$ cat src/rtl/uart_rx_frontend_if.sv
// uart_rx_frontend_if: receive holding-register bus between the UART receive
// front end (master) and the peripheral that consumes bytes (slave).
//   rd_ack      peripheral -> front end, one-cycle "byte consumed, clear flags"
//   rx_data     last accepted byte
//   rx_valid    rx_data holds an unread byte
//   overrun     sticky: a completed byte was dropped because rx_valid was set
//   frame_err   sticky: stop bit sampled low
//   parity_err  sticky: even-parity mismatch (tied low without parity build)
//   busy        a frame is being received
interface uart_rx_frontend_if;
    logic       rd_ack;
    logic [7:0] rx_data;
    logic       rx_valid;
    logic       overrun;
    logic       frame_err;
    logic       parity_err;
    logic       busy;

    modport master (
        input  rd_ack,
        output rx_data, rx_valid, overrun, frame_err, parity_err, busy
    );

    modport slave (
        output rd_ack,
        input  rx_data, rx_valid, overrun, frame_err, parity_err, busy
    );
endinterface

$ cat src/rtl/uart_rx_frontend.sv
// uart_rx_frontend: synchronises the raw serial line and recovers 8-bit async
// frames with 16x oversampling into a single-entry holding register.
// Build option: define UART_RX_PARITY_EN for 8E1 frames (PARITY state and a
// live parity_err); otherwise frames are 8N1 and parity_err is tied low.
// Ports:
//   clk    system clock, rising edge
//   reset  synchronous, active-high
//   din    raw serial line, idle high, asynchronous to clk
//   bus    uart_rx_frontend_if.master (rd_ack in; data, flags, busy out)
// Parameters: CLK_HZ, BAUD; DIV = CLK_HZ/(BAUD*16) must be at least 1.
module uart_rx_frontend #(
    parameter int unsigned CLK_HZ = 50_000_000,
    parameter int unsigned BAUD   = 9600
) (
    input  logic               clk,
    input  logic               reset,
    input  logic               din,
    uart_rx_frontend_if.master bus
);
    localparam int unsigned DIV = CLK_HZ / (BAUD * 16);
    localparam int unsigned CW  = (DIV > 1) ? $clog2(DIV) : 1;
    localparam int unsigned DW  = 8;
    localparam int unsigned OSW = 4;
    localparam int unsigned BW  = 3;

    typedef enum logic [2:0] {
        IDLE   = 3'd0,
        START  = 3'd1,
        DATA   = 3'd2,
`ifdef UART_RX_PARITY_EN
        PARITY = 3'd3,
`endif
        STOP   = 3'd4
    } state_t;

    state_t          state_q, state_n;
    logic [1:0]      sync_q;
    logic [CW-1:0]   cnt_q, cnt_n;
    logic [OSW-1:0]  os_q, os_n;
    logic [BW-1:0]   bit_q, bit_n;
    logic [DW-1:0]   sh_q, sh_n;
    logic [DW-1:0]   data_q, data_n;
    logic            valid_q, valid_n;
    logic            ovr_q, ovr_n;
    logic            ferr_q, ferr_n;
    logic            perr_q, perr_n;
    logic            busy_q, busy_n;
    logic            rxs;
    logic            tick;
    logic            par_bad;
`ifdef UART_RX_PARITY_EN
    logic            par_q, par_n;
`endif

    assign rxs = sync_q[1];

`ifdef UART_RX_PARITY_EN
    // Even parity: the received parity bit must equal the XOR of the data bits.
    assign par_bad = par_q ^ (^sh_q);
`else
    assign par_bad = 1'b0;
`endif

    // State and datapath registers; the synchroniser resets to line-idle.
    always_ff @(posedge clk) begin
        if (reset) begin
            state_q <= IDLE;
            sync_q  <= 2'b11;
            cnt_q   <= '0;
            os_q    <= '0;
            bit_q   <= '0;
            sh_q    <= '0;
            data_q  <= '0;
            valid_q <= 1'b0;
            ovr_q   <= 1'b0;
            ferr_q  <= 1'b0;
            perr_q  <= 1'b0;
            busy_q  <= 1'b0;
`ifdef UART_RX_PARITY_EN
            par_q   <= 1'b0;
`endif
        end else begin
            state_q <= state_n;
            sync_q  <= {sync_q[0], din};
            cnt_q   <= cnt_n;
            os_q    <= os_n;
            bit_q   <= bit_n;
            sh_q    <= sh_n;
            data_q  <= data_n;
            valid_q <= valid_n;
            ovr_q   <= ovr_n;
            ferr_q  <= ferr_n;
            perr_q  <= perr_n;
            busy_q  <= busy_n;
`ifdef UART_RX_PARITY_EN
            par_q   <= par_n;
`endif
        end
    end

    // Next-state, tick generation and holding-register update.
    always_comb begin
        state_n = state_q;
        cnt_n   = cnt_q;
        os_n    = os_q;
        bit_n   = bit_q;
        sh_n    = sh_q;
        data_n  = data_q;
        valid_n = valid_q;
        ovr_n   = ovr_q;
        ferr_n  = ferr_q;
        perr_n  = perr_q;
        tick    = 1'b0;
`ifdef UART_RX_PARITY_EN
        par_n   = par_q;
`endif

        // Divider is parked at zero while idle so the first tick is aligned
        // to the start-edge detection.
        if (state_q == IDLE) begin
            cnt_n = '0;
        end else if (cnt_q == CW'(DIV - 1)) begin
            cnt_n = '0;
            tick  = 1'b1;
        end else begin
            cnt_n = cnt_q + CW'(1);
        end

        if (tick) begin
            os_n = os_q + OSW'(1);
        end

        // Acknowledge clears first; a load or error set below overrides it.
        if (bus.rd_ack) begin
            valid_n = 1'b0;
            ovr_n   = 1'b0;
            ferr_n  = 1'b0;
            perr_n  = 1'b0;
        end

        case (state_q)
            IDLE: begin
                os_n  = '0;
                bit_n = '0;
                if (!rxs) begin
                    state_n = START;
                end
            end
            START: begin
                if (tick && (os_q == OSW'(7))) begin
                    os_n    = '0;
                    state_n = rxs ? IDLE : DATA;
                end
            end
            DATA: begin
                if (tick && (os_q == OSW'(15))) begin
                    sh_n[bit_q] = rxs;
                    bit_n       = bit_q + BW'(1);
                    if (bit_q == BW'(7)) begin
                        os_n    = '0;
`ifdef UART_RX_PARITY_EN
                        state_n = PARITY;
`else
                        state_n = STOP;
`endif
                    end
                end
            end
`ifdef UART_RX_PARITY_EN
            PARITY: begin
                if (tick && (os_q == OSW'(15))) begin
                    par_n   = rxs;
                    os_n    = '0;
                    state_n = STOP;
                end
            end
`endif
            STOP: begin
                if (tick && (os_q == OSW'(15))) begin
                    os_n    = '0;
                    state_n = IDLE;
                    if (!rxs) begin
                        ferr_n = 1'b1;
                    end else if (par_bad) begin
                        perr_n = 1'b1;
                    end else if (!valid_q || bus.rd_ack) begin
                        data_n  = sh_q;
                        valid_n = 1'b1;
                    end else begin
                        ovr_n = 1'b1;
                    end
                end
            end
            default: begin
                state_n = IDLE;
            end
        endcase
    end

    assign busy_n = (state_n != IDLE);

    assign bus.rx_data    = data_q;
    assign bus.rx_valid   = valid_q;
    assign bus.overrun    = ovr_q;
    assign bus.frame_err  = ferr_q;
    assign bus.parity_err = perr_q;
    assign bus.busy       = busy_q;
endmodule
$ cat src/flat_wrapper.sv
// flat-port wrapper written by rule: the top's interface ports become plain ports
module uart_rx_frontend_flat 
#(
    parameter int unsigned CLK_HZ = 50_000_000,
    parameter int unsigned BAUD   = 9600
)
  (clk, reset, din, bus_rd_ack, bus_rx_data, bus_rx_valid, bus_overrun, bus_frame_err, bus_parity_err, bus_busy);
  uart_rx_frontend_if bus_i ();
  input  logic clk;
  input  logic reset;
  input  logic din;
  input wire logic [$bits(bus_i.rd_ack)-1:0] bus_rd_ack;
  output wire logic [$bits(bus_i.rx_data)-1:0] bus_rx_data;
  output wire logic [$bits(bus_i.rx_valid)-1:0] bus_rx_valid;
  output wire logic [$bits(bus_i.overrun)-1:0] bus_overrun;
  output wire logic [$bits(bus_i.frame_err)-1:0] bus_frame_err;
  output wire logic [$bits(bus_i.parity_err)-1:0] bus_parity_err;
  output wire logic [$bits(bus_i.busy)-1:0] bus_busy;
  assign bus_i.rd_ack = bus_rd_ack;
  assign bus_rx_data = bus_i.rx_data;
  assign bus_rx_valid = bus_i.rx_valid;
  assign bus_overrun = bus_i.overrun;
  assign bus_frame_err = bus_i.frame_err;
  assign bus_parity_err = bus_i.parity_err;
  assign bus_busy = bus_i.busy;
  uart_rx_frontend #(.CLK_HZ(CLK_HZ), .BAUD(BAUD)) u_core (.clk(clk), .reset(reset), .din(din), .bus(bus_i));
endmodule
$ cat config.mk
export PLATFORM = sky130hd
export DESIGN_NAME = uart_rx_frontend_flat
export DESIGN_NICKNAME = d
export VERILOG_FILES = /design/src/rtl/uart_rx_frontend_if.sv /design/src/rtl/uart_rx_frontend.sv /design/src/flat_wrapper.sv
export SDC_FILE = /design/constraint.sdc
export NUM_CORES = 1
export LEC_CHECK = 0
export ABC_AREA = 1
export CAP_MARGIN = 20
export CORE_MARGIN = 4
export CORE_UTILIZATION = 35
export DETAILED_ROUTE_END_ITERATION = 10
export PLACE_DENSITY = 0.61
export SETUP_SLACK_MARGIN = 0.4
export SLEW_MARGIN = 10
export SYNTH_ARGS = -nofsm -noshare
export SYNTH_HDL_FRONTEND = slang
export SYNTH_SLANG_ARGS = --single-unit
$ cat constraint.sdc
create_clock -name clk -period 3.3 [get_ports clk]
set_input_delay 0.66 -clock clk [delete_from_list [all_inputs] [get_ports clk]]
set_output_delay 0.66 -clock clk [all_outputs]
set_load 0.02 [all_outputs]
Yosys cells after proc, flatten, opt, wreduce, memory -nomap -nowiden. Index checks and enable logic that the tools add are counted.

Logic and storage cells: 70. Flip-flop bits (word level): 41. Bits of input ports: 4. Output and inout port bits: 13.

Reduce and logical (&&, ||, !) cells: 12. Mux-type cells: 34. Add/subtract/negate cells: 3. Magnitude comparators: 2. Equality and inequality tests: 8.

Operators by type and width (number): two-way mux 4 bit (5); two-way mux 3 bit (6); two-way mux 1 bit (17); case mux 4 bit (4 select lines) (1); case mux 3 bit (4 select lines) (1); adder 9 x 1 -> 9 bit (second input constant) (1); == test 9 bit (second input constant) (1); bitwise mux 8 bit (1); == test 3 bit (second input constant) (2); case mux 3 bit (2 select lines) (1); adder 4 x 1 -> 4 bit (second input constant) (1); == test 4 x 3 -> 1 bit (second input constant) (1); == test 4 bit (second input constant) (1); less-than comparator 3 x 4 -> 1 bit (second input constant) (1); AND reduction 2 bit (2); AND reduction 4 bit (1); adder 3 x 1 -> 3 bit (second input constant) (1); demux 1 bit (select 3 bit) (1); == test 3 x 1 -> 1 bit (second input constant) (1); == test 3 x 2 -> 1 bit (second input constant) (1); greater-or-equal comparator 3 x 1 -> 1 bit (second input constant) (1); logical AND 1 bit (3); zero test 3 bit (1); nonzero test 3 bit (1); other kinds (6) (6).

Longest topological paths before layout.
Word-level depth: 7. Depth in mapped cells: 11. Depth with buffers taken out: 11.

Least setup slack after synthesis. Ideal clock, no wire load.

Kind: register to register. From: register u_core.os_q[0]. To: register u_core.sh_q[0]. Buffers on the path: 1. Setup time: 0.117 ns. Slack: 1.808 ns. Cell stages (with the launch flop): 10. Arrival time: 1.375 ns. Period minus slack after synthesis: 1.492 ns. Required time: 3.183 ns. Cells stage by stage: dfxtp_1 > ha_1 > nand2_1 > nor2_1 > inv_1 > nor2_4 > buf_4 > nand3_1 > o21ai_0 > nor2_1.

Cells in the longest elaborated chain, start to end: 3.

Ends and longest elaborated chain: from (decl) (RTL line uart_rx_frontend.sv:39) `logic [OSW-1:0] os_q, os_n;`; from (signal assigned) (RTL line uart_rx_frontend.sv:86) `os_q <= os_n;`; == test 4 bit (RTL line uart_rx_frontend.sv:156) `if (tick && (os_q == OSW'(15))) begin`; logical AND 1 bit (RTL line uart_rx_frontend.sv:156); AND reduction 2 bit (no source line); to (signal assigned) (RTL line uart_rx_frontend.sv:88) `sh_q <= sh_n;`; to (decl) (RTL line uart_rx_frontend.sv:41) `logic [DW-1:0] sh_q, sh_n;`.

Every way passes these cells. A chain may end at the register's enable or synchronous reset.

Final worst setup path.
From: register u_core.valid_q, in the netlist u_core.bus.rx_valid. To: output bus_rx_valid.

RTL lines: from (decl) (RTL line uart_rx_frontend.sv:43) `logic valid_q, valid_n;`; from (signal assigned) (RTL line uart_rx_frontend.sv:90) `valid_q <= valid_n;`; to (decl) (RTL line flat_wrapper.sv:14) `output wire logic [$bits(bus_i.rx_valid)-1:0] bus_rx_valid;`.

No word-level cell between the ends.

==> summary.txt <==
Initial antenna violation count: 0
Post-detailed-route count of antenna-violating nets: 0
Number of search-and-repair iterations in the first detailed-routing pass: 4
Share of layout cells above drive strength 1: 7.744%
Leakage power: 0.9741 nW
Min Clock Period, post-route: 1913 ps
Worst setup path end: bus_rx_valid
Status: complete, no violations
Proportion of register bits with asynchronous set or reset after synthesis: 0%
Switching Fraction: 22.57%
Full die area: 6875 µm²
Power density over the cells: 386.2 nW/µm²
Design internal power: 0.0006799 W
Register-to-Register Path Depth: 8
Clk_lat worst skew: 300 ps
Sum of internal, switching and leakage power: 0.0008781 W
Largest area contributor in the netlist: sky130_fd_sc_hd__dfxtp_1
Largest vdd supply drop: 189.6 µV
Final count of pins violating max slew: 0
Post-DP HPWL: 2576 µm
Top cells by area in the synthesized netlist: sky130_fd_sc_hd__dfxtp_1, sky130_fd_sc_hd__nand2_1, sky130_fd_sc_hd__nor2_1, sky130_fd_sc_hd__inv_1, sky130_fd_sc_hd__nand3_1
Port Buffers: 15
Number of warning messages in the yosys log: 0
Initial Util: 35.89%
Average cell area after synthesis: 7.041 µm²
Clk slew on worst S/H paths: 80 ps
Max Cap Violations: 0
Mean routed wirelength per cell: 9.626 µm
Worst R2R Start: u_core.os_q[0]$_SDFF_PP0_
Post-layout nets: 305
Period Utilization, post-route: 57.97%
Kind of cell with the highest combined delay on the critical path: buffers and inverters
Worst path required time: 2640 ps
Number of instances in the synthesized netlist: 279
Wire length of the first global-routing pass: 6486 µm
Data arrival, critical path: 1250 ps
R2r endpoint: u_core.bus.rx_data[6]$_SDFFE_PP0P_
Number of enable-type register cells in the synthesized netlist: 0
Buffer and inverter count on the worst path: 1
Cell depth of the worst setup path: 1
Placer congestion estimate: 0.8201
Slowest-stage cell, CP: sky130_fd_sc_hd__clkdlybuf4s50_1
Maximum fanout along the worst path: 3
Number of setup violations in the final report: 0
Area growth, synth to finish: 15.73%
IO Pins: 17
Sort of element at the start of the critical path: flip-flop
Iter 0 DRT Violations: 71
Flip-flop and latch count after synthesis: 41
Worst Setup End Kind: primary output
Clk sink count: 41
Part of the total power dissipated in the clock network: 38.9%
Category of the critical setup timing path: flip-flop to primary output
Largest net degree at the start of global routing: 18
Most used DFF post-synth: sky130_fd_sc_hd__dfxtp_1
Global-route met2 utilization: 17.35%
Total clock buffers created by CTS: 5
Vert. Die Dim: 82.92 µm
# rows: 27
Crit-path cells: clkdlybuf4s50_1
Drt total wl: 3552 µm
Setup crit start: u_core.bus.rx_valid$_SDFF_PP0_
Fraction of the yosys area taken by sequential cells: 41.78%
Total global routing overflow: 0
Area of the core region: 5473 µm²
Final TNS setup: 0 ps
Number of buffers inserted by hold repair at cts: 0
Number of nets in the synthesized netlist: 288
Unrepaired setup endpoints after global routing: false
Level count of the clock H-tree: 2
Worst-case clock buffer depth: 2
Instance area at placement: 2177 µm²
Vias after detailed routing: 1666
Root buf cell: sky130_fd_sc_hd__clkbuf_8
All-layer global routing usage: 11.27%
Switching component of the power: 0.0001982 W
Resize count post-CTS: 0
Hold Violations, Final: 0
Portion of total power attributed to sequential cells: 57.3%
Max stage delay on crit path: 610 ps
Cells on Worst Hold Path: 1
Minimum setup slack among reg-to-reg paths: 1540 ps
Finished Cell Area: 2273 µm²
Drc violations: 0
Portion of synthesized cell area occupied by the leading cell type: 41.78%
Most common cell after layout, fill and taps aside: sky130_fd_sc_hd__nand2_1
Post-CTS setup repair buffer count: 0
Vias in the first global route: 1507
Maximum clock frequency: 522.7 MHz
Per-cell via count in the routed design: 4.515
Number of unique standard cell types used by synthesis: 28
Clock tree from TritonCTS: built
Grt met3 use: 3.373%
Die outline width: 82.92 µm
Gate power share: 3.8%
Diode insertion count for antenna repair: 0
Post-Syn Area: 1964 µm²
Busiest grt layer: met2
Fillers: 591
Most used cells in the layout excluding fill and tap cells: sky130_fd_sc_hd__nand2_1, sky130_fd_sc_hd__nor2_1, sky130_fd_sc_hd__dfxtp_1
Routing usage on met1: 14.13%
Worst Skew: 8.891 ps
Worst hold path class: flip-flop to flip-flop
-- Yosys cell counts (2+ instances only) --
cell type,number
sky130_fd_sc_hd__nor2_4,4
sky130_fd_sc_hd__ha_1,5
sky130_fd_sc_hd__nand3_1,17
sky130_fd_sc_hd__nand3_4,2
sky130_fd_sc_hd__inv_2,2
sky130_fd_sc_hd__nand4_1,3
sky130_fd_sc_hd__a31oi_1,5
sky130_fd_sc_hd__o21bai_1,2
sky130_fd_sc_hd__nor3_1,5
sky130_fd_sc_hd__a21oi_1,15
sky130_fd_sc_hd__nor2_1,46
sky130_fd_sc_hd__buf_4,2
sky130_fd_sc_hd__nand2_1,62
sky130_fd_sc_hd__or2_2,2
sky130_fd_sc_hd__clkbuf_1,3
sky130_fd_sc_hd__a211oi_1,2
sky130_fd_sc_hd__nor3b_1,3
sky130_fd_sc_hd__dfxtp_1,41
sky130_fd_sc_hd__o21ai_0,10
sky130_fd_sc_hd__inv_1,40
-- how the worst min path moves through the flow --
stage / startpoint / to / slack (ps)
finish: u_core.sync_q[0]$_SDFF_PP1_ / u_core.sync_q[1]$_SDFF_PP1_ / 410
global route: u_core.sync_q[0]$_SDFF_PP1_ / u_core.sync_q[1]$_SDFF_PP1_ / 430
CTS: u_core.sync_q[0]$_SDFF_PP1_ / u_core.sync_q[1]$_SDFF_PP1_ / 410
detailed placement: u_core.sync_q[0]$_SDFF_PP1_ / u_core.sync_q[1]$_SDFF_PP1_ / 390
global placement: u_core.sync_q[0]$_SDFF_PP1_ / u_core.sync_q[1]$_SDFF_PP1_ / 390
floorplan: u_core.sync_q[0]$_SDFF_PP1_ / u_core.sync_q[1]$_SDFF_PP1_ / 390
-- logic make-up (layout without fill, tap and decap cells) --
family                   count (synthesis)  after routing  synth area share [%]
XOR/XNOR                                 1              1                0.4459
AO/OA/AOI/OAI                           35             35                 9.872
buffers and inverters                   49             67                 10.19
other                                    1              1                0.1909
AND/OR/NAND/NOR                        147            147                 34.33
flip-flops                              41             41                 41.78
adder cells (fa/ha/maj)                  5              5                 3.185
-- cell type report --
cell class	count	area, µm²	share of cell area (%)
repair buffers	17	165.2	7.265
flip-flops and latches	41	820.8	36.10
multi-input cells	189	943.4	41.50
clock buffers	6	82.58	3.632
well taps	72	90.09	3.963
inverters	42	157.7	6.934
clock inverters	2	13.76	0.6054
-- registers in the layout, summed over array words and instances (netlist names), 2 cells and up --
signal and cells:
u_core.cnt_q 9, u_core.os_q 4, u_core.state_q 3, u_core.sync_q 2, u_core.bus.rx_data 8, u_core.bit_q 3
u_core.sh_q 8
-- power groups by stage --
stage / registers (W) / clock network, W / logic (W)
final: 0.000503 / 0.000342 / 0.0000335
after global routing: 0.000504 / 0.000385 / 0.0000382
after CTS: 0.000503 / 0.000359 / 0.0000340
after detailed placement: 0.000515 / 0 / 0.0000339
after global placement: 0.000515 / 0 / 0.0000336
after floorplan: 0.000513 / 0 / 0.0000232
-- through the flow --
stage                     worst slack [ps]  hold slack [ps]  cells  util (%)
after floorplan                       1808            389.5    279         -
after global placement                1233            391.8    361     39.78
after detailed placement              1188            394.1    361     39.78
after CTS                             1369            413.6    369     41.54
after global routing                  1245            431.1    369     41.54
final                                 1387            412.1    369     41.54
-- per-layer routing --
layer	vias up	wire length, µm
li1	911	-
met1	719	1875
met2	31	1435
met3	5	157
met4	0	84
met5	-	0
(Power assumes the default switching activity.)
